`config.mk`:
```
export PLATFORM = sky130hd
export DESIGN_NAME = dcache_controller_flat
export DESIGN_NICKNAME = d
export VERILOG_FILES = /design/src/rtl/cache_pkg.sv /design/src/rtl/dcache_controller_if.sv /design/src/rtl/cache_data_array.sv /design/src/rtl/dcache_controller.sv /design/src/flat_wrapper.sv
export SDC_FILE = /design/constraint.sdc
export NUM_CORES = 2
export LEC_CHECK = 0
export CORE_MARGIN = 5
export CORE_UTILIZATION = 63
export CTS_CLUSTER_DIAMETER = 30
export CTS_CLUSTER_SIZE = 25
export DETAILED_ROUTE_END_ITERATION = 8
export GPL_ROUTABILITY_DRIVEN = 0
export PLACE_DENSITY_LB_ADDON = 0.12
export SLEW_MARGIN = 20
export SYNTH_ARGS = -nofsm -noshare
export SYNTH_HDL_FRONTEND = slang
export SYNTH_SLANG_ARGS = --single-unit
```
`constraint.sdc`:
```
create_clock -name i_Clk -period 14.14 [get_ports i_Clk]
set_input_delay 2.828 -clock i_Clk [delete_from_list [all_inputs] [get_ports i_Clk]]
set_output_delay 2.828 -clock i_Clk [all_outputs]
set_load 0.03 [all_outputs]
```
`src/rtl/cache_pkg.sv`:
```
// Shared constants and types for the direct-mapped write-through data cache.
// The address splits into tag | index | word | byte offset, and the widths below follow from LINES and WORDS.
package cache_pkg;

  localparam int ADDR_W = 32;
  localparam int DATA_W = 32;
  localparam int LINES  = 16;
  localparam int WORDS  = 4;

  localparam int OFF_W  = $clog2(WORDS);
  localparam int IDX_W  = $clog2(LINES);
  localparam int TAG_W  = ADDR_W - 2 - OFF_W - IDX_W;
  localparam int AA_W   = IDX_W + OFF_W;

  typedef enum logic [1:0] {
    ST_IDLE   = 2'd0,
    ST_REFILL = 2'd1,
    ST_WRITE  = 2'd2
  } state_e;

endpackage

```
`src/rtl/dcache_controller_if.sv`:
```
// Core load/store port plus the external memory handshake, bundled together.
//
// Handshake rules:
// - A core request (i_Req) holds all of its inputs stable while o_Stall=1.
// - A memory request (o_MemReq) holds o_MemWe, o_MemAddr and o_MemWData stable until the
//   cycle in which i_MemAck=1. That ack cycle transfers exactly one word.
// - i_MemAck may arrive in the first cycle of o_MemReq.
// - An ack seen while o_MemReq=0 has no effect.
interface dcache_controller_if;
  import cache_pkg::*;

  logic              i_Req;
  logic              i_We;
  logic [ADDR_W-1:0] i_Addr;
  logic [DATA_W-1:0] i_WData;
  logic              i_Flush;
  logic [DATA_W-1:0] o_RData;
  logic              o_Stall;
  logic              o_MemReq;
  logic              o_MemWe;
  logic [ADDR_W-1:0] o_MemAddr;
  logic [DATA_W-1:0] o_MemWData;
  logic              i_MemAck;
  logic [DATA_W-1:0] i_MemRData;

  modport slave (
    input  i_Req, i_We, i_Addr, i_WData, i_Flush, i_MemAck, i_MemRData,
    output o_RData, o_Stall, o_MemReq, o_MemWe, o_MemAddr, o_MemWData
  );

  modport master (
    output i_Req, i_We, i_Addr, i_WData, i_Flush, i_MemAck, i_MemRData,
    input  o_RData, o_Stall, o_MemReq, o_MemWe, o_MemAddr, o_MemWData
  );

endinterface

```
`src/rtl/cache_data_array.sv`:
```
// Cache data storage with LINES*WORDS words.
// It has one asynchronous read port and one synchronous write port, addressed as {index, word}.
module cache_data_array
  import cache_pkg::*;
(
  input  logic              clk,
  input  logic              we,
  input  logic [AA_W-1:0]   waddr,
  input  logic [DATA_W-1:0] wdata,
  input  logic [AA_W-1:0]   raddr,
  output logic [DATA_W-1:0] rdata
);

  logic [DATA_W-1:0] mem_q [LINES*WORDS];

  // Write one word per cycle. Contents are qualified by the valid bits, so no reset is needed.
  always_ff @(posedge clk) begin
    if (we) mem_q[waddr] <= wdata;
  end

  assign rdata = mem_q[raddr];

endmodule

```
`src/rtl/dcache_controller.sv`:
```
// Direct-mapped, write-through, no-write-allocate data-cache controller.
// Loads that hit return data in the same cycle.
// A load miss refills the whole line one word per ack and then replays as a hit.
// A store always writes memory, and updates the line only when it was already present.
module dcache_controller
  import cache_pkg::*;
(
  input  logic   i_Clk,
  input  logic   i_Rst_n,
  dcache_controller_if.slave bus,
  output state_e o_dbg_state
);

  state_e            state_q, state_d;
  logic [OFF_W-1:0]  cnt_q, cnt_d, cnt_inc;
  logic              st_hit_q, st_hit_d;
  logic [LINES-1:0]  valid_q, valid_d;
  logic [TAG_W-1:0]  tag_q [LINES];
  logic [TAG_W-1:0]  tag_d [LINES];
  logic              mem_req_q, mem_req_d;
  logic              mem_we_q, mem_we_d;
  logic [ADDR_W-1:0] mem_addr_q, mem_addr_d;
  logic [DATA_W-1:0] mem_wdata_q, mem_wdata_d;

  logic              hit, ack, stall;
  logic [DATA_W-1:0] rdata, arr_rdata, arr_wdata;
  logic              arr_we;
  logic [AA_W-1:0]   arr_waddr;

  logic [TAG_W-1:0]  a_tag, m_tag;
  logic [IDX_W-1:0]  a_idx, m_idx;
  logic [OFF_W-1:0]  a_word, m_word;
  logic [1:0]        unused_byte_off;

  // Field views of the core address and of the in-flight memory address
  assign a_tag  = bus.i_Addr[ADDR_W-1 -: TAG_W];
  assign a_idx  = bus.i_Addr[2+OFF_W +: IDX_W];
  assign a_word = bus.i_Addr[2 +: OFF_W];
  assign m_tag  = mem_addr_q[ADDR_W-1 -: TAG_W];
  assign m_idx  = mem_addr_q[2+OFF_W +: IDX_W];
  assign m_word = mem_addr_q[2 +: OFF_W];
  assign unused_byte_off = bus.i_Addr[1:0];

  assign hit     = valid_q[a_idx] && (tag_q[a_idx] == a_tag);
  assign ack     = bus.i_MemAck && mem_req_q;
  assign cnt_inc = cnt_q + 1'b1;

  cache_data_array u_data (
    .clk   (i_Clk),
    .we    (arr_we),
    .waddr (arr_waddr),
    .wdata (arr_wdata),
    .raddr ({a_idx, a_word}),
    .rdata (arr_rdata)
  );

  // Next-state, next memory command and core-facing outputs
  always_comb begin
    state_d     = state_q;
    cnt_d       = cnt_q;
    st_hit_d    = st_hit_q;
    valid_d     = valid_q;
    tag_d       = tag_q;
    mem_req_d   = mem_req_q;
    mem_we_d    = mem_we_q;
    mem_addr_d  = mem_addr_q;
    mem_wdata_d = mem_wdata_q;
    stall       = 1'b0;
    rdata       = '0;
    arr_we      = 1'b0;
    arr_waddr   = {m_idx, cnt_q};
    arr_wdata   = bus.i_MemRData;

    case (state_q)
      ST_IDLE: begin
        if (bus.i_Req) begin
          if (bus.i_We) begin
            // Store: write through to memory and remember whether the line holds this address
            stall       = 1'b1;
            st_hit_d    = hit;
            mem_req_d   = 1'b1;
            mem_we_d    = 1'b1;
            mem_addr_d  = {bus.i_Addr[ADDR_W-1:2], 2'b00};
            mem_wdata_d = bus.i_WData;
            state_d     = ST_WRITE;
          end else if (hit) begin
            rdata = arr_rdata;
          end else begin
            // Invalidate first, so an aborted refill never leaves a half-filled line marked valid
            stall          = 1'b1;
            valid_d[a_idx] = 1'b0;
            cnt_d          = '0;
            mem_req_d      = 1'b1;
            mem_we_d       = 1'b0;
            mem_addr_d     = {a_tag, a_idx, {OFF_W{1'b0}}, 2'b00};
            state_d        = ST_REFILL;
          end
        end else if (bus.i_Flush) begin
          valid_d = '0;
        end
      end

      ST_REFILL: begin
        stall = 1'b1;
        if (ack) begin
          arr_we = 1'b1;
          cnt_d  = cnt_inc;
          if (cnt_inc == '0) begin
            tag_d[m_idx]   = m_tag;
            valid_d[m_idx] = 1'b1;
            mem_req_d      = 1'b0;
            mem_addr_d     = '0;
            state_d        = ST_IDLE;
          end else begin
            mem_addr_d = {m_tag, m_idx, cnt_inc, 2'b00};
          end
        end
      end

      ST_WRITE: begin
        stall = !ack;
        if (ack) begin
          if (st_hit_q) begin
            arr_we    = 1'b1;
            arr_waddr = {m_idx, m_word};
            arr_wdata = mem_wdata_q;
          end
          mem_req_d   = 1'b0;
          mem_we_d    = 1'b0;
          mem_addr_d  = '0;
          mem_wdata_d = '0;
          state_d     = ST_IDLE;
        end
      end

      default: state_d = ST_IDLE;
    endcase
  end

  // Control state and the registered memory command; reset drops o_MemReq immediately
  always_ff @(posedge i_Clk or negedge i_Rst_n) begin
    if (!i_Rst_n) begin
      state_q     <= ST_IDLE;
      cnt_q       <= '0;
      st_hit_q    <= 1'b0;
      valid_q     <= '0;
      mem_req_q   <= 1'b0;
      mem_we_q    <= 1'b0;
      mem_addr_q  <= '0;
      mem_wdata_q <= '0;
    end else begin
      state_q     <= state_d;
      cnt_q       <= cnt_d;
      st_hit_q    <= st_hit_d;
      valid_q     <= valid_d;
      mem_req_q   <= mem_req_d;
      mem_we_q    <= mem_we_d;
      mem_addr_q  <= mem_addr_d;
      mem_wdata_q <= mem_wdata_d;
    end
  end

  // Tags are only meaningful when the matching valid bit is set, so they need no reset
  always_ff @(posedge i_Clk) begin
    tag_q <= tag_d;
  end

  assign bus.o_RData    = rdata;
  assign bus.o_Stall    = stall;
  assign bus.o_MemReq   = mem_req_q;
  assign bus.o_MemWe    = mem_we_q;
  assign bus.o_MemAddr  = mem_addr_q;
  assign bus.o_MemWData = mem_wdata_q;
  assign o_dbg_state    = state_q;

endmodule
```
`src/flat_wrapper.sv`:
```
// flat-port wrapper written by rule: the top's interface ports become plain ports
module dcache_controller_flat import cache_pkg::*;
  (i_Clk, i_Rst_n, o_dbg_state, bus_i_Req, bus_i_We, bus_i_Addr, bus_i_WData, bus_i_Flush, bus_i_MemAck, bus_i_MemRData, bus_o_RData, bus_o_Stall, bus_o_MemReq, bus_o_MemWe, bus_o_MemAddr, bus_o_MemWData);
  dcache_controller_if bus_i ();
  input  logic i_Clk;
  input  logic i_Rst_n;
  output state_e o_dbg_state;
  input wire logic [$bits(bus_i.i_Req)-1:0] bus_i_Req;
  input wire logic [$bits(bus_i.i_We)-1:0] bus_i_We;
  input wire logic [$bits(bus_i.i_Addr)-1:0] bus_i_Addr;
  input wire logic [$bits(bus_i.i_WData)-1:0] bus_i_WData;
  input wire logic [$bits(bus_i.i_Flush)-1:0] bus_i_Flush;
  input wire logic [$bits(bus_i.i_MemAck)-1:0] bus_i_MemAck;
  input wire logic [$bits(bus_i.i_MemRData)-1:0] bus_i_MemRData;
  output wire logic [$bits(bus_i.o_RData)-1:0] bus_o_RData;
  output wire logic [$bits(bus_i.o_Stall)-1:0] bus_o_Stall;
  output wire logic [$bits(bus_i.o_MemReq)-1:0] bus_o_MemReq;
  output wire logic [$bits(bus_i.o_MemWe)-1:0] bus_o_MemWe;
  output wire logic [$bits(bus_i.o_MemAddr)-1:0] bus_o_MemAddr;
  output wire logic [$bits(bus_i.o_MemWData)-1:0] bus_o_MemWData;
  assign bus_i.i_Req = bus_i_Req;
  assign bus_i.i_We = bus_i_We;
  assign bus_i.i_Addr = bus_i_Addr;
  assign bus_i.i_WData = bus_i_WData;
  assign bus_i.i_Flush = bus_i_Flush;
  assign bus_i.i_MemAck = bus_i_MemAck;
  assign bus_i.i_MemRData = bus_i_MemRData;
  assign bus_o_RData = bus_i.o_RData;
  assign bus_o_Stall = bus_i.o_Stall;
  assign bus_o_MemReq = bus_i.o_MemReq;
  assign bus_o_MemWe = bus_i.o_MemWe;
  assign bus_o_MemAddr = bus_i.o_MemAddr;
  assign bus_o_MemWData = bus_i.o_MemWData;
  dcache_controller u_core (.i_Clk(i_Clk), .i_Rst_n(i_Rst_n), .bus(bus_i), .o_dbg_state(o_dbg_state));
endmodule
```
==> results.txt <==
The flow ran to the end, and the final reports show no timing, DRC or antenna violations. After the first detailed-routing iteration, the DRC count stood at 9303. Entering global routing, the biggest net connects 122 pins.

The worst max-slew margin expressed relative to the limit came out at 17.8%. The boundary pin count is 203, and the overall die area is 162000 µm². Walking the worst path, the cells encountered are buf_8 -> buf_4 -> mux4_2 -> mux2i_1 -> xnor2_1 -> o41ai_1 -> o2111ai_1 -> or4_1 -> buf_4 -> nor3_4 -> buf_4 -> nor4b_1 -> clkdlybuf4s50_1. The register clock-pin slew on the reported worst setup and hold paths came out at 40 ps. Compared with the post-synthesis result, the final layout area differs by 21.0%. Across every metal layer, demand over resource in global routing totals 36.8%.

The top fanout value on the critical path was 77; the effective utilization at floorplan was 63.1%. The final critical-path share of the clock period is 85.2%, and the count of distinct cell types in the synthesized netlist is 73. The final count of pins violating max slew came out at 0. Once the clock tree was built, the resizer swapped 0 gates to a different size.

The first detailed-routing pass took 8 iterations. The floorplan die height is 402 µm. In the synthesized netlist the dominant register cell turns out to be edfxtp_1. For the final database, setup skew stands at 73.4 ps. The core region is 154000 µm². Setup violations remaining at the end of the flow were counted as 0. The number of warning messages in the yosys log is 0.

The most critical setup path has its startpoint at bus_i_Addr[4]. In this run the critical register-to-register path is launched from u_core.o_dbg_state[0]$_DFFE_PN0P_. The top cell type by area accounts for 75.3% of the synthesized area.

Counting the buffers created by CTS gives 449. In this run the remaining antenna-violating nets after routing total 0. The worst hold path begins at u_core.bus.o_MemWData[3]$_DFFE_PN0P_. The library cell with the highest instance count after synthesis is edfxtp_1.

After layout, the minimum clock period comes to 12040 ps. The number of endpoints with negative hold slack in the final report was 0. The global-route wire length before repair was 414 mm. The tools report the utilization after layout as 76.4%. The buffers plus inverters on the worst setup path came out at 5. The cell type group with the largest total delay on the critical path is buffers and inverters. Ranked by instance count, the synthesized netlist is headed by edfxtp_1 (2432), mux4_2 (646), o22ai_1 (158), nand2_1 (146), clkbuf_1 (138). Setup repair after global routing left no endpoint under its margin. The run gives 38.4 nW as the total leakage power. The delay of the slowest critical-path stage works out to 970 ps.

Summing every instance area after synthesis gives 97000 µm². The setup total negative slack was 0 ps; the maximum buffer depth of the clock tree was 4. The category of the critical setup timing path was in2out. The number of port buffers came out at 198. The critical path endpoint category was a primary output. The number of global-route vias before repair is 53900.

The largest individual stage delay along the critical path comes from the cell nor4b_1. The max-cap check violation count came out at 0. For the total length of routed wires, the log shows 296 mm. Dividing the detail-routed wire length by the instance count gives 40.3 µm.

Counting every sink on the clock net gives 2517. The worst hold-check path type is reg2reg. After synthesis, the cell types taking the most area are edfxtp_1 (75%), mux4_2 (15%), dfrtp_1 (2.2%). STA puts the critical path data arrival time at 9210 ps. Of the cells placed in the final design, the portion with a size suffix greater than 1 is 31.8%. The tree is rooted in a clkbuf_16.

The tools report the cell count after synthesis as 4376. The peak supply drop is 0.156 mV, and the net total in the final layout is 5038. The sequential area share after synthesis is 77.5%.

Using the TritonRoute via totals, the vias-per-cell ratio works out to 7.24. STA classifies the critical path startpoint as a primary input. In the synthesized netlist the async set-or-reset flop fraction comes to 3.38%. The pin slew with the least headroom to its limit is 1200 ps, and the post-CTS setup buffer count is 0. Detailed routing inserted a total of 53300 vias.

From left edge to right edge, the die measures 402 µm. Timing would allow up to 83.0 MHz. For the worst-skew pair, the clock arrives at the later sink with an insertion delay of 980 ps. CTS built an H-tree with a depth of 5. The number of enable-type register cells in the synthesized netlist came out at 2432. Biggest area consumer among synthesized cells: edfxtp_1. For the residual overflow from global routing, the log shows 0. TritonCTS built the clock tree. Post-synthesis average cell area: 22.2 µm². After floorplanning, the core was divided into 144 placement rows.

The half-perimeter wire length after placement was 149 mm. The cell occurring most often along the worst timing path was buf_4. The filler cell count is 7707, and the power density over the cells is 177 nW/µm². For this design, the CTS-stage hold fixing added 0 buffers. The tools report the initial antenna violation count as 11. Data on the critical path is required at its endpoint by 11310 ps.

For this run, design rule violations remaining after detail routing come to 0. The synthesized design contains 2517 register bits.
[metrics by stage]
step | power [mW] | instances | cell area, µm² | setup slack, ps | hold slack, ps
final | 20.8 | 7350 | 117000 | 2100 | 495
after global routing | 21.3 | 7344 | 117000 | 2000 | 522
after CTS | 20.8 | 7343 | 117000 | 2180 | 495
after detailed placement | 10.3 | 6523 | 102000 | 2210 | 483
after global placement | 10.3 | 6522 | 102000 | 2310 | 472
after floorplan | 9.64 | 4377 | 97000 | 4860 | 470
[flip-flops by register name, summed over array words and instances, names as in the netlist]
| signal | flops |
|---|---|
| u_core.tag_q | 384 |
| u_core.bus.o_MemReq | 1 |
| u_core.valid_q | 16 |
| u_core.st_hit_q | 1 |
| u_core.o_dbg_state | 2 |
| u_core.cnt_q | 2 |
| u_core.u_data.mem_q | 2048 |
| u_core.bus.o_MemWe | 1 |
| u_core.bus.o_MemAddr | 30 |
| u_core.bus.o_MemWData | 32 |
[worst register-to-register path: stages, from the launching register on]
cell and delay, ps:
dfrtp_1 490, inv_1 140, ha_2 170, buf_4 480, nand3_4 910, o31ai_1 660
nand2_1 610, nor2_4 900, buf_4 670
[placed cells by master, fill, tap and decap left out, types with 38 or more instances in the layout]
cell type	synthesis	final
clkbuf_1	138	41
o22ai_1	158	158
buf_4	8	137
mux2_2	58	38
mux4_2	646	646
edfxtp_1	2432	2432
nand2_1	146	144
clkinv_4	0	42
inv_6	0	43
clkinvlp_4	0	58
bufinv_16	0	51
clkbuf_16	0	453
clkdlybuf4s50_1	0	192
clkinv_1	0	54
nor2_1	134	61
mux2i_1	70	70
dfrtp_1	85	85
nor2_4	0	72
clkinv_2	0	63
[cells by family after synthesis]
| logic type | count (synthesis) | share of synthesized area [%] |
|---|---|---|
| other cells | 1 | 0.00386 |
| xor+xnor | 24 | 0.217 |
| compound gates | 318 | 2.28 |
| flops | 2517 | 77.5 |
| simple gates | 456 | 2.29 |
| mux | 782 | 16.5 |
| fa+ha+maj | 5 | 0.0645 |
| buf+inv | 273 | 1.18 |
[layout make-up]
type	instances	area [µm²]	share of cell area, %
sequential	2517	75200	64.0
clock buffer	497	11500	9.82
clock inverter	323	3390	2.89
inverter	34	128	0.109
multi-input combinational	1587	21400	18.2
antenna	6	15.0	0.0128
timing repair buffer	342	3180	2.71
tap	2044	2560	2.18
[power breakdown]
| group | leakage, nW | internal (mW) | switching [mW] | total (mW) |
|---|---|---|---|---|
| logic | 8.24 | 0.568 | 0.987 | 1.56 |
| clock network | 7.16 | 6.82 | 3.74 | 10.6 |
| registers | 23.0 | 8.44 | 0.240 | 8.68 |
| total | 38.4 | 15.8 | 4.97 | 20.8 |
[path summary, 6_finish.rpt]
check / to / slack (ps) / cells after the start
min: u_core.bus.o_MemWData[3]$_DFFE_PN0P_ / 500 / 2
max reg2reg: u_core.u_data.mem_q[60][5]$_DFFE_PP_ / 8700 / 8
min reg2reg: u_core.bus.o_MemWData[3]$_DFFE_PN0P_ / 500 / 2
min in group asynchronous: u_core.bus.o_MemAddr[27]$_DFFE_PN0P_ / 1920 / 1
max: bus_o_RData[28] / 2100 / 13
max in group asynchronous: u_core.cnt_q[0]$_DFFE_PN0P_ / 10900 / 2
[metal layers]
layer | track usage, % | routed length, µm
met2 | 55.8 | 138000
met1 | 48.5 | 97400
met4 | 19.2 | 18600
met5 | 0 | 42
met3 | 12.3 | 41900
(Power assumes the default switching activity.)
